File: src/rtl/ef_i2s_pcm_packer_if.sv
// rtl/ef_i2s_pcm_packer_if.sv - FIFO-drain and output-stream signals of the I2S PCM packer
interface ef_i2s_pcm_packer_if #(
  parameter int DW = 32
);
  logic          fifo_empty;
  logic [DW-1:0] fifo_rdata;
  logic          fifo_rd;
  logic          m_valid;
  logic [DW-1:0] m_data;
  logic          m_ready;

  modport master (
    input  fifo_empty,
    input  fifo_rdata,
    output fifo_rd,
    output m_valid,
    output m_data,
    input  m_ready
  );

  modport slave (
    output fifo_empty,
    output fifo_rdata,
    input  fifo_rd,
    input  m_valid,
    input  m_data,
    output m_ready
  );
endinterface

File: src/rtl/ef_i2s_pcm_packer.sv
// rtl/ef_i2s_pcm_packer.sv - drains I2S FIFO samples into pass-through or 2x16-bit packed words
// Optional build macro EF_I2S_PACKER_SAT_EN: saturate samples to 16 bits instead of truncating.
module ef_i2s_pcm_packer #(
  parameter int DW    = 32,
  parameter int CTR_W = 16
) (
  input  logic                clk,
  input  logic                rst,
  input  logic                en,
  input  logic                flush,
  input  logic                pack_en,
  input  logic                swap,
  ef_i2s_pcm_packer_if.master bus,
  output logic                half_pend,
  output logic [CTR_W-1:0]    word_count
);

  typedef enum logic [1:0] {
    S_LO  = 2'd0,
    S_HI  = 2'd1,
    S_OUT = 2'd2
  } state_t;

  state_t          state;
  state_t          state_nxt;
  logic            rd;
  logic            ld_pass;
  logic            ld_half;
  logic            ld_pair;
  logic            accept;
  logic [15:0]     half;
  logic [15:0]     samp16;
  logic [DW-1:0]   data_q;

`ifdef EF_I2S_PACKER_SAT_EN
  logic pos_ovf;
  logic neg_ovf;

  // A signed 32-bit value fits in 16 bits only when bits 31..15 all match.
  assign pos_ovf = ~bus.fifo_rdata[DW-1] & (|bus.fifo_rdata[DW-2:15]);
  assign neg_ovf =  bus.fifo_rdata[DW-1] & ~(&bus.fifo_rdata[DW-2:15]);

  always_comb begin
    samp16 = bus.fifo_rdata[15:0];
    if (pos_ovf)
      samp16 = 16'h7FFF;
    else if (neg_ovf)
      samp16 = 16'h8000;
  end
`else
  assign samp16 = bus.fifo_rdata[15:0];
`endif

  assign rd = en & ~bus.fifo_empty & (state != S_OUT) & ~rst & ~flush;

  always_comb begin
    state_nxt = state;
    ld_pass   = 1'b0;
    ld_half   = 1'b0;
    ld_pair   = 1'b0;
    accept    = 1'b0;
    case (state)
      S_LO: begin
        if (rd) begin
          if (pack_en) begin
            ld_half   = 1'b1;
            state_nxt = S_HI;
          end else begin
            ld_pass   = 1'b1;
            state_nxt = S_OUT;
          end
        end
      end
      // S_HI is only reachable in pack mode, so pack_en is deliberately ignored here.
      S_HI: begin
        if (rd) begin
          ld_pair   = 1'b1;
          state_nxt = S_OUT;
        end
      end
      S_OUT: begin
        if (bus.m_ready) begin
          accept    = 1'b1;
          state_nxt = S_LO;
        end
      end
      default: state_nxt = S_LO;
    endcase
    if (flush) begin
      state_nxt = S_LO;
      accept    = 1'b0;
    end
  end

  always_ff @(posedge clk) begin
    if (rst)
      state <= S_LO;
    else
      state <= state_nxt;
  end

  always_ff @(posedge clk) begin
    if (rst) begin
      data_q     <= '0;
      half       <= '0;
      half_pend  <= 1'b0;
      word_count <= '0;
    end else if (flush) begin
      half       <= '0;
      half_pend  <= 1'b0;
    end else begin
      if (ld_pass)
        data_q <= bus.fifo_rdata;
      if (ld_half) begin
        half      <= samp16;
        half_pend <= 1'b1;
      end
      if (ld_pair) begin
        data_q    <= swap ? {half, samp16} : {samp16, half};
        half_pend <= 1'b0;
      end
      if (accept)
        word_count <= word_count + 1'b1;
    end
  end

  assign bus.fifo_rd = rd;
  assign bus.m_valid = (state == S_OUT);
  assign bus.m_data  = data_q;

endmodule

File: src/flat_wrapper.sv
// flat-port wrapper written by rule: the top's interface ports become plain ports
module ef_i2s_pcm_packer_flat 
#(
  parameter int DW    = 32,
  parameter int CTR_W = 16
)
  (clk, rst, en, flush, pack_en, swap, half_pend, word_count, bus_fifo_empty, bus_fifo_rdata, bus_fifo_rd, bus_m_valid, bus_m_data, bus_m_ready);
  ef_i2s_pcm_packer_if #(.DW(DW)) bus_i ();
  input  logic clk;
  input  logic rst;
  input  logic en;
  input  logic flush;
  input  logic pack_en;
  input  logic swap;
  output logic half_pend;
  output logic [CTR_W-1:0] word_count;
  input wire logic [$bits(bus_i.fifo_empty)-1:0] bus_fifo_empty;
  input wire logic [$bits(bus_i.fifo_rdata)-1:0] bus_fifo_rdata;
  output wire logic [$bits(bus_i.fifo_rd)-1:0] bus_fifo_rd;
  output wire logic [$bits(bus_i.m_valid)-1:0] bus_m_valid;
  output wire logic [$bits(bus_i.m_data)-1:0] bus_m_data;
  input wire logic [$bits(bus_i.m_ready)-1:0] bus_m_ready;
  assign bus_i.fifo_empty = bus_fifo_empty;
  assign bus_i.fifo_rdata = bus_fifo_rdata;
  assign bus_fifo_rd = bus_i.fifo_rd;
  assign bus_m_valid = bus_i.m_valid;
  assign bus_m_data = bus_i.m_data;
  assign bus_i.m_ready = bus_m_ready;
  ef_i2s_pcm_packer #(.DW(DW), .CTR_W(CTR_W)) u_core (.clk(clk), .rst(rst), .en(en), .flush(flush), .pack_en(pack_en), .swap(swap), .bus(bus_i), .half_pend(half_pend), .word_count(word_count));
endmodule
File: config.mk
export PLATFORM = sky130hd
export DESIGN_NAME = ef_i2s_pcm_packer_flat
export DESIGN_NICKNAME = d
export VERILOG_FILES = /design/src/rtl/ef_i2s_pcm_packer_if.sv /design/src/rtl/ef_i2s_pcm_packer.sv /design/src/flat_wrapper.sv
export SDC_FILE = /design/constraint.sdc
export NUM_CORES = 1
export LEC_CHECK = 0
export BUFFER_PORTS_ARGS = -buffer_cell sky130_fd_sc_hd__buf_2
export CAP_MARGIN = 10
export CELL_PAD_IN_SITES_DETAIL_PLACEMENT = 1
export CELL_PAD_IN_SITES_GLOBAL_PLACEMENT = 1
export CORE_ASPECT_RATIO = 0.9
export CORE_UTILIZATION = 37
export DETAILED_ROUTE_END_ITERATION = 10
export MAX_ROUTING_LAYER = met4
export PLACE_DENSITY = 0.77
export REMOVE_ABC_BUFFERS = 1
export SYNTH_ARGS = -nofsm -noshare
export SYNTH_HDL_FRONTEND = slang
export SYNTH_SLANG_ARGS = --single-unit
File: constraint.sdc
create_clock -name clk -period 2.17 [get_ports clk]
set_clock_uncertainty 0.1 [all_clocks]
set_input_delay 0.3255 -clock clk [delete_from_list [all_inputs] [get_ports clk]]
set_output_delay 0.3255 -clock clk [all_outputs]
set_load 0.01 [all_outputs]
* Word level (Yosys, flattened, before mapping)
Index checks and enable logic that the tools add are counted.
** Storage, ports and cells
- Flip-flop bits (word level) :: 67
- Latch bits :: 0
- Bits in writable memories :: 0
- Bits in read-only memories :: 0
- Input port bits :: 40
- Memories kept :: 0
** Cells by class
- $add $sub $neg :: 1
- Multiply operators :: 0
- Divide/modulo/power cells :: 0
- Order comparisons :: 0
- Equality and inequality tests :: 6
- Shifts and indexed selects :: 0
- Mux-type cells :: 19
- Bitwise operators :: 7
- Reduce and logical (&&, ||, !) cells :: 7
** Operator list (count)
- 32-bit 2-to-1 mux :: 3
- 16-bit by 1-bit adder with 16-bit output (second input constant) :: 1
- 1-bit 2-to-1 mux :: 11
- 2-bit 2-to-1 mux :: 4
- 2-bit inequality test (second input constant) :: 3
- 2-bit case mux with 3 select lines :: 1
- 1-bit bitwise AND :: 4
- 2-bit AND reduction :: 2
- 1-bit NOT :: 3
- 3-bit AND reduction :: 1
- 3-bit OR reduction :: 1
- 2-bit by 1-bit equality test with 1-bit output (second input constant) :: 1
- 2-bit equality test (second input constant) :: 1
- 2-bit logical NOT :: 1
- 2-bit by 1-bit inequality test with 1-bit output (second input constant) :: 1
- 2-bit nonzero test :: 1
- 2-bit OR reduction :: 1

* Logic depth before layout (Yosys ltp)
- Depth in word-level cells :: 9
- Gate-level depth with buffers :: 7

* Worst setup path after synthesis
No wires, ideal clock.
- Kind :: register -> register
- Start :: register u_core.word_count[3]
- End :: register u_core.word_count[15]
- Library setup time :: 70 ps
- Arrival time :: 1821 ps
- Setup slack :: 178 ps
- Stages on the path, launching flop included :: 6
- Path buffers :: 1
- Period minus slack after synthesis :: 1992 ps
- Path through :: dfxtp_1 > nand4_2 > or4_1 > buf_2 > or4_1 > a21oi_1
** On the way
- Cells in the longest elaborated chain, start to end :: 1
** RTL lines
- from (decl) :: line ef_i2s_pcm_packer.sv:15 : output logic [CTR_W-1:0] word_count
- from (signal assigned) :: line ef_i2s_pcm_packer.sv:123 : word_count <= word_count + 1'b1;
- 16-bit by 1-bit adder with 16-bit output :: line ef_i2s_pcm_packer.sv:123
No other way between the ends.
A chain may end at the register's enable or synchronous reset.

* Worst setup path in the final report
- Start :: register u_core.word_count[4]
- End :: register u_core.word_count[15]
The elaborated chain is that of the path after synthesis.

==> results.tsv <==
stage	metric	value	unit
run_status	status	finished clean	
logic_synthesis	Yosys cell types	31	
final_layout	Filler Cell Count	954	
clocking	H-tree depth	3	
place	number of I/O port buffers	90	
grt	total gr overflow	0	
sta	RSZ-0062 raised after global routing	false	
power	Tot Pwr	0.00253	W
min_path	Worst Hold Depth	3	
clocking	Clk Tree Root Cell	clkbuf_8	
floorplanning	Die Span Y	87.5	µm
power	worst vdd ir	352	µV
power	static leakage	1.75	nW
floorplanning	Die Footprint	8480	µm²
logic_synthesis	Synth Register Bits	67	
logic_synthesis	top cells by count, synth	67 x dfxtp_1, 49 x mux2i_1, 42 x nor2_1	
final_layout	nets@finish	468	
worst_setup_path	Reg2Reg Depth	4	
worst_setup_path	Critical path buffers and inverters	0	
place	dpl ws	0.0818	ns
final_layout	final core occ	49.5	%
route	routed length per instance	16.1	µm
floorplanning	Die X	97.0	µm
route	vias per cell	5.23	
sta	endpoints failing setup	0	
logic_synthesis	proportion of netlist area held by the largest area contributor	44.6	%
grt	global-route wire length before repair	13900	µm
clocking	maximum clock path buffer count	2	
place	gpl congestion	0.845	
final_layout	share of layout cells above drive strength 1	28.0	%
logic_synthesis	Post-synth top flop	dfxtp_1	
place	DP HPWL	5920	µm
worst_setup_path	Worst setup EP type	flip-flop	
power	Pwr Density	665	nW/µm²
sta	Slew Viols, Final	0	
clocking	hold bufs inserted after CTS	0	
min_path	worst hold path type	in -> reg	
final_layout	antenna cells	0	
floorplanning	Core ar.	7690	µm²
logic_synthesis	Seq/Total Area, Yosys	44.6	%
clocking	Clock transition at path regs	0.07	ns
final_layout	P&R area growth vs syn	26.7	%
sta	setup_tns	0	ns
route	DRT Wirelength	8490	µm
grt	pin count of the biggest net entering global routing	49	
logic_synthesis	Avg Inst Size Synth	8.89	µm²
worst_setup_path	CP delay by family, top	simple AND/OR/NAND/NOR gates	
worst_setup_path	crit start category	flip-flop	
final_layout	Cell Count, Final, Fillers Out	528	
worst_setup_path	Crit path depth	4	
logic_synthesis	area leader, netlist	dfxtp_1	
clocking	total CTS buffers	9	
worst_setup_path	CP Data Arrival Time	2.18	ns
route	vias after detailed routing	2762	
route	initial drt markers	52	
sta	crit share post-route	92.6	%
logic_synthesis	number of synthesized flops with an enable pin	0	
sta	PnR worst setup slack	0.160	ns
grt	number of global-route vias before repair	2840	
clocking	# Post-CTS Setup Buffers	0	
route	first-pass iteration count of the detailed router	4	
worst_setup_path	Worst EP required	2.34	ns
grt	GRT Util Overall	21.7	%
logic_synthesis	Mapped Cells	338	
sta	fmax	0.497	GHz
clocking	Clock Latency Late Sink	0.34	ns
floorplanning	Initial Utilization	39.0	%
worst_setup_path	cells along the critical path	nand4_2 > or4_4 > or4_1 > a21oi_1	
floorplanning	io pins	91	
worst_setup_path	r2r setup slk	0.16	ns
sta	Least-Margin Pin Slew	0.563	ns
sta	Final min period	2.01	ns
worst_setup_path	CP max FO	8	
clocking	CTS tree	built	
route	drt drc	0	
logic_synthesis	yosys warns	0	
floorplanning	row count	30	
logic_synthesis	async set or reset register ratio after synthesis	0	%
grt	initial antenna violation count	0	
worst_setup_path	CP max stage delay	0.58	ns
worst_setup_path	CP max-delay cell	or4_4	
logic_synthesis	top cells by area, synth	dfxtp_1 45%, mux2i_1 16%, nor2_1 5.2%, nand2_1 5.0%, a211oi_1 4.0%	
route	Final ANT Viol Nets	0	
place	Inst Count DP	512	
logic_synthesis	count leader, synth	dfxtp_1	
sta	slew margin rel.	62.5	%
run	max-cap violations	0	
worst_setup_path	Setup CP Type	reg -> reg	
clocking	clock sinks	67	
sta	Fin. Hold Viols	0	
logic_synthesis	Mapped Area	3000	µm²
[report_power, final]
part           leakage [nW]  switching (W)  internal [W]
Combinational          1.11      0.0000980     0.0000739
Clock                 0.103       0.000467      0.000644
Sequential            0.541     0.00000780       0.00124
[placed cells by master (no fill, tap or decap), types with 3 or more instances in the layout]
cell type and n:
dfxtp_1 67, nor4_1 4, xnor2_1 7, or3_1 3, o21ai_0 3, a211oi_1 16, nand4_1 3, nand2_1 40
buf_4 13, a21oi_1 23, nor3_1 6, buf_2 90, clkbuf_8 9, nor2_1 42, o211ai_1 16, nand3_1 5
nor2b_1 4, xor2_1 4, mux2i_1 49
[routing by layer]
metal | share of wire, % | vias to the layer above | track usage (%)
met5 | 0 | - | -
met4 | 0.80 | 0 | 4.88
met3 | 5.8 | 6 | 6.50
met2 | 51 | 78 | 38.9
met1 | 43 | 1310 | 23.9
li1 | - | 1368 | -
[cell families (layout without fill, tap and decap cells)]
group,count (synthesis),after routing,synth area share [%]
compound gates,60,60,12.8
xor+xnor,11,11,3.21
fa+ha+maj,1,1,0.416
buf+inv,29,123,3.87
flops,67,67,44.6
mux,49,49,16.3
simple gates,121,121,18.7
[flip-flops by register name, summed over array words and instances (netlist names)]
register	flops
u_core.state	2
u_core.half	16
u_core.word_count	16
u_core.half_pend	1
u_core.bus.m_data	32
[tightest hold or removal path: cells and delay by family]
kind	cells	cell delay (ns)
mux	1	0.06
buf+inv	1	0.10
simple gates	1	0.07
[cell type report]
class / count / area, µm² / area share, %
tap: 96 / 120 / 3.16
sequential: 67 / 1340 / 35.2
timing repair buffer: 104 / 568 / 14.9
clock buffer: 11 / 131 / 3.45
clock inverter: 5 / 77.6 / 2.04
inverter: 3 / 11.3 / 0.296
multi-input combinational: 242 / 1560 / 40.9
[through the flow]
step           instance area (µm²)  hold slack [ns]
4_1_cts                       3800            0.123
3_5_place_dp                  3590            0.347
6_report                      3810            0.142
3_3_place_gp                  3590            0.341
2_1_floorplan                 2900            0.295
5_1_grt                       3810            0.132
[final timing paths]
check,to,start
worst min register to register,u_core.bus.m_data[21],u_core.bus.m_data[21]
worst min-delay path,u_core.half[14],bus_fifo_rdata[14]
worst max-delay path,u_core.word_count[15],u_core.word_count[4]
worst max register to register,u_core.word_count[15],u_core.word_count[4]
[repair_timing]
item / CTS / global route
endpoints found under the setup margin: 0 / 1
gates resized for setup: 0 / 1
hold endpoints to repair: 0 / 0
Power figures use the tool's default switching activity.
